## src/rtl/dumbrv_work_issue.sv

```systemverilog
// rtl/dumbrv_work_issue.sv - load/store command issue with WAW scoreboard and in-order writeback
module dumbrv_work_issue #(
  parameter int XLEN  = 32,
  parameter int DEPTH = 4,
  parameter int RBITS = 4
) (
  input  logic                  clk,
  input  logic                  rst,
  input  logic                  in_valid,
  input  logic [3:0]            in_opcode,
  input  logic [XLEN-1:0]       in_addr,
  input  logic [XLEN-1:0]       in_data,
  input  logic [RBITS-1:0]      in_dreg,
  output logic                  in_ready,
  output logic                  mem_valid,
  output logic [3:0]            mem_opcode,
  output logic [XLEN-1:0]       mem_addr,
  output logic [XLEN-1:0]       mem_data,
  input  logic                  mem_ready,
  input  logic                  rsp_valid,
  input  logic [XLEN-1:0]       rsp_data,
  output logic                  rsp_ready,
  output logic                  wb_valid,
  output logic [RBITS-1:0]      wb_dreg,
  output logic [XLEN-1:0]       wb_data,
  input  logic                  wb_done,
  output logic [(1<<RBITS)-1:0] busy_mask,
  output logic                  idle,
  output logic                  err
);
  localparam int NREG = 1 << RBITS;
  localparam int PW   = $clog2(DEPTH);
  localparam logic [PW:0] FULL_CNT = DEPTH[PW:0];

  logic [3:0]       cq_op_q   [DEPTH];
  logic [XLEN-1:0]  cq_addr_q [DEPTH];
  logic [XLEN-1:0]  cq_data_q [DEPTH];
  logic [RBITS-1:0] cq_dreg_q [DEPTH];
  logic [RBITS-1:0] tq_dreg_q [DEPTH];

  logic [PW-1:0]    cq_wp_q, cq_rp_q, tq_wp_q, tq_rp_q;
  logic [PW:0]      cq_cnt_q, cq_cnt_d, tq_cnt_q, tq_cnt_d;
  logic             wb_valid_q, wb_valid_d;
  logic [RBITS-1:0] wb_dreg_q, wb_dreg_d;
  logic [XLEN-1:0]  wb_data_q, wb_data_d;
  logic [NREG-1:0]  busy_q, busy_d;
  logic             err_q, err_d;

  logic in_is_load, waw, push, head_is_load, issue, trk_push, rsp_hs, wb_fire;
  logic [RBITS-1:0] rsp_dreg;

  assign in_is_load   = !in_opcode[3];
  assign waw          = in_is_load && (in_dreg != '0) && busy_q[in_dreg];
  assign in_ready     = !rst && (cq_cnt_q != FULL_CNT) && !waw;
  assign push         = in_valid && in_ready;

  // Head fields come straight from storage, so mem_valid never sees in_valid combinationally.
  assign head_is_load = !cq_op_q[cq_rp_q][3];
  assign mem_valid    = (cq_cnt_q != '0) && (!head_is_load || (tq_cnt_q != FULL_CNT));
  assign mem_opcode   = cq_op_q[cq_rp_q];
  assign mem_addr     = cq_addr_q[cq_rp_q];
  assign mem_data     = cq_data_q[cq_rp_q];
  assign issue        = mem_valid && mem_ready;
  assign trk_push     = issue && head_is_load;

  assign rsp_ready    = (tq_cnt_q != '0) && (!wb_valid_q || wb_done);
  assign rsp_hs       = rsp_valid && rsp_ready;
  assign rsp_dreg     = tq_dreg_q[tq_rp_q];
  assign wb_fire      = wb_valid_q && wb_done;

  assign wb_valid     = wb_valid_q;
  assign wb_dreg      = wb_dreg_q;
  assign wb_data      = wb_data_q;
  assign busy_mask    = busy_q;
  assign err          = err_q;
  assign idle         = (cq_cnt_q == '0) && (tq_cnt_q == '0) && !wb_valid_q;

  always_comb begin
    cq_cnt_d   = cq_cnt_q + {{PW{1'b0}}, push} - {{PW{1'b0}}, issue};
    tq_cnt_d   = tq_cnt_q + {{PW{1'b0}}, trk_push} - {{PW{1'b0}}, rsp_hs};
    busy_d     = busy_q;
    wb_valid_d = wb_valid_q;
    wb_dreg_d  = wb_dreg_q;
    wb_data_d  = wb_data_q;
    err_d      = err_q | (rsp_valid && (tq_cnt_q == '0));
    if (wb_fire) begin
      busy_d[wb_dreg_q] = 1'b0;
      wb_valid_d        = 1'b0;
    end
    if (push && in_is_load && (in_dreg != '0)) busy_d[in_dreg] = 1'b1;
    // Register-0 loads drain their response without occupying the writeback slot.
    if (rsp_hs && (rsp_dreg != '0)) begin
      wb_valid_d = 1'b1;
      wb_dreg_d  = rsp_dreg;
      wb_data_d  = rsp_data;
    end
  end

  always_ff @(posedge clk) begin
    if (rst) begin
      cq_wp_q    <= '0;
      cq_rp_q    <= '0;
      cq_cnt_q   <= '0;
      tq_wp_q    <= '0;
      tq_rp_q    <= '0;
      tq_cnt_q   <= '0;
      wb_valid_q <= 1'b0;
      wb_dreg_q  <= '0;
      wb_data_q  <= '0;
      busy_q     <= '0;
      err_q      <= 1'b0;
    end else begin
      if (push)     cq_wp_q <= cq_wp_q + 1'b1;
      if (issue)    cq_rp_q <= cq_rp_q + 1'b1;
      if (trk_push) tq_wp_q <= tq_wp_q + 1'b1;
      if (rsp_hs)   tq_rp_q <= tq_rp_q + 1'b1;
      cq_cnt_q   <= cq_cnt_d;
      tq_cnt_q   <= tq_cnt_d;
      wb_valid_q <= wb_valid_d;
      wb_dreg_q  <= wb_dreg_d;
      wb_data_q  <= wb_data_d;
      busy_q     <= busy_d;
      err_q      <= err_d;
    end
  end

  always_ff @(posedge clk) begin
    if (push) begin
      cq_op_q[cq_wp_q]   <= in_opcode;
      cq_addr_q[cq_wp_q] <= in_addr;
      cq_data_q[cq_wp_q] <= in_data;
      cq_dreg_q[cq_wp_q] <= in_dreg;
    end
    if (trk_push) tq_dreg_q[tq_wp_q] <= cq_dreg_q[cq_rp_q];
  end
endmodule

```

## config.mk

```make
export PLATFORM = sky130hd
export DESIGN_NAME = dumbrv_work_issue
export DESIGN_NICKNAME = d
export VERILOG_FILES = /design/src/rtl/dumbrv_work_issue.sv
export SDC_FILE = /design/constraint.sdc
export NUM_CORES = 1
export LEC_CHECK = 0
export BUFFER_PORTS_ARGS = -buffer_cell sky130_fd_sc_hd__clkbuf_2
export CAP_MARGIN = 20
export CORE_ASPECT_RATIO = 0.5
export CORE_UTILIZATION = 36
export CTS_BUF_LIST = sky130_fd_sc_hd__clkbuf_2
export CTS_CLUSTER_SIZE = 24
export DETAILED_ROUTE_END_ITERATION = 8
export GPL_ROUTABILITY_DRIVEN = 0
export SLEW_MARGIN = 20
export SYNTH_ARGS = -nofsm -noshare
export SYNTH_HDL_FRONTEND = slang
export SYNTH_SLANG_ARGS = --single-unit
```

## constraint.sdc

```tcl
create_clock -name clk -period 8.27 [get_ports clk]
set_input_delay 2.481 -clock clk [delete_from_list [all_inputs] [get_ports clk]]
set_output_delay 2.481 -clock clk [all_outputs]
set_load 0.05 [all_outputs]
```

==> flow_metrics.env <==
export IMPL_setup_tns_ps=0
export IMPL_nets=1139
export IMPL_rsz0062_at_grt="false"
export IMPL_layout_common_cells="367 x clkbuf_2, 304 x edfxtp_1, 76 x mux4_2, 70 x dfxtp_1, 52 x nor2_1"
export IMPL_maxSlewViolCount=0
export IMPL_post_cts_buffers=0
export IMPL_via_count=7713
export IMPL_clkSinkCount=376
export IMPL_syn_avg_cell_area_um2=19.64
export IMPL_status="finished, final reports clean"
export IMPL_hold_buffers=0
export IMPL_synthFlopType="edfxtp_1"
export IMPL_ys_ff_latch=376
export IMPL_ys_types=48
export IMPL_synth_area_mm2=0.01410
export IMPL_fp_dieW_um=281.9
export IMPL_required_ps=5790
export IMPL_placed_area_mm2=0.01584
export IMPL_detail_route_wl_per_cell_um=18.77
export IMPL_ios=236
export IMPL_synth_edf_count=304
export IMPL_clock_root_buffer="clkbuf_2"
export IMPL_track_usage_pct=15.11
export IMPL_ant_nets=0
export IMPL_setup_violations=0
export IMPL_arrival_ps=4310
export IMPL_power_leakage_nw=6.032
export IMPL_holdWs_ps=487.6
export IMPL_maxCapViolCount=0
export IMPL_async_flop_share_pct=0
export IMPL_drive_above_1_share_pct=43.83
export IMPL_htree_levels=3
export IMPL_antenna_found_initial=3
export IMPL_max_slew_margin_pct=28.37
export IMPL_clockBufferDepth=3
export IMPL_grt_pass1_vias=8217
export IMPL_final_common_cell="clkbuf_2"
export IMPL_min_period_ps=6788
export IMPL_first_pass_iters=5
export IMPL_drt_iter0_markers=412
export IMPL_hp_class="reg -> reg"
export IMPL_synth_area_leader_cell="edfxtp_1"
export IMPL_portBuffers=235
export IMPL_hpwl_um=18410
export IMPL_power_density_mw_per_mm2=309.8
export IMPL_cp_end_kind="output port"
export IMPL_crit_type="in -> out"
export IMPL_rows=50
export IMPL_die_h_um=141.9
export IMPL_worstMarginPinSlew_ps=1074
export IMPL_post_route_period_util_pct=82.08
export IMPL_yosysWarnings=0
export IMPL_routed_via_density=4.794
export IMPL_syn_inst=718
export IMPL_start_util_pct=37.13
export IMPL_grt_max_degree=68
export IMPL_ff2ff_path_depth=12
export IMPL_cts_tree="built"
export IMPL_clock_skew_ps=71.34
export IMPL_vdd_ir_drop_max_mv=0.1294
export IMPL_final_area_mm2=0.01669
export IMPL_post_cts_resized=0
export IMPL_grt_pass1_wl_um=45370
export IMPL_path_max_fanout=13
export IMPL_clkTransAtPathRegs_ps=110
export IMPL_routed_wl_um=30200
export IMPL_synthToLayoutAreaGrowth_pct=18.40
export IMPL_fin_util_pct=43.96
export IMPL_fillers=3367
export IMPL_drc=0
export IMPL_syn_nets=842
export IMPL_hold_viol_final=0
export IMPL_cts_made_buffers=87
export IMPL_max_freq_mhz=147.3
export IMPL_dieArea_mm2=0.04001
export IMPL_yosys_area_top_type_share_pct=64.74
export IMPL_start_kind="input pin"
export IMPL_insertion_delay_ps=940
export IMPL_core_area_mm2=0.03797
export IMPL_yosys_top_cells_area="edfxtp_1 65%, mux4_2 12%, dfxtp_1 10%"
export IMPL_whs_path_depth=2
export IMPL_yosysSeqAreaShare_pct=74.97
export IMPL_grt_overflow_total=0
state kept, by name, indices dropped and copies added, names as in the netlist, 2 cells and up, named ones only:
name       flops
tq_cnt_q       3
busy_mask     16
cq_cnt_q       3
wb_data       32
cq_addr_q    128
tq_rp_q        2
cq_dreg_q     16
cq_op_q       16
cq_data_q    128
cq_rp_q        2
cq_wp_q        2
tq_dreg_q     16
wb_dreg        4
tq_wp_q        2
synth_stat cells (2+ instances only):
library cell	count
mux4_2	76
a21oi_1	7
edfxtp_1	304
and3_2	2
o211ai_1	3
o21ai_0	7
or3_1	4
o41ai_1	3
nand2_1	12
mux2i_1	38
nor3_1	3
clkbuf_1	17
buf_1	8
inv_1	14
nor2_1	52
o32ai_1	4
fa_1	2
buf_2	5
ha_1	12
dfxtp_1	72
or2_2	2
nor2b_1	4
o311ai_0	4
xnor2_1	6
xor2_1	3
and2_1	5
o31ai_1	7
nand4_1	2
mux4_1	4
nand2b_1	9
and3_1	3
buf_6	4
nand3_1	5
path summary, 6_finish.rpt:
kind	startpoint	to	slack (ps)
setup / recovery	in_dreg[1]	in_ready	1480
hold / removal	err	err	490
setup reg to reg	flip-flop	tq_cnt_q[2]	4480
hold reg to reg	err	err	490
where the power goes:
| group | total, mW | switching, mW | internal, mW | leakage (nW) |
|---|---|---|---|---|
| Clock | 1.22 | 0.735 | 0.490 | 0.636 |
| Sequential | 2.35 | 0.135 | 2.22 | 3.34 |
| Combinational | 1.59 | 1.08 | 0.512 | 2.05 |
| Total | 5.17 | 1.95 | 3.22 | 6.03 |
logic make-up (layout without fill, tap and decap cells):
group / count (synthesis) / count (layout) / synth area share (%)
AOI/OAI and AO/OA: 41 / 41 / 2.130
xor gates and xnor gates: 9 / 9 / 0.5591
adders and majority gates: 14 / 14 / 1.349
buffers and inverters: 49 / 417 / 1.562
DFF: 376 / 376 / 74.97
muxes: 119 / 119 / 15.66
other: 0 / 3 / 0
and+or+nand+nor: 110 / 110 / 3.771
area by class of cell:
type / count / area, µm² / area share, %
multi-input cells: 293 / 3338 / 20.00
clock buffers: 132 / 660.6 / 3.957
well taps: 520 / 650.6 / 3.897
diodes: 3 / 7.507 / 0.04497
clock inverters: 28 / 173.9 / 1.042
inverters: 15 / 56.30 / 0.3373
flip-flops and latches: 376 / 10580 / 63.36
repair buffers: 242 / 1229 / 7.360
per-layer routing:
metal / part of all wire [%] / routed length [µm] / global-route usage [%] / up-vias
met1: 39 / 11790 / 16.79 / 3930
met5: 0 / 0 / 0 / -
met3: 4.0 / 1214 / 3.661 / 68
met2: 54 / 16340 / 27.16 / 202
met4: 2.8 / 851 / 7.580 / 0
li1: - / - / - / 3513
worst max-delay path, stage by stage:
cell      delay [ps]
clkbuf_2         250
mux4_1           590
mux2i_1          230
o32a_2           290
and2_2           180
clkbuf_2         270
through the flow:
stage | instances | setup slack, ps | power (mW)
6_report | 1609 | 1482 | 5.171
5_1_grt | 1609 | 1429 | 5.439
4_1_cts | 1606 | 1487 | 5.273
3_5_place_dp | 1446 | 1538 | 4.021
3_3_place_gp | 1446 | 1598 | 3.993
2_1_floorplan | 718 | 1988 | 3.631
Note: power is estimated with default switching activity, not from simulation.
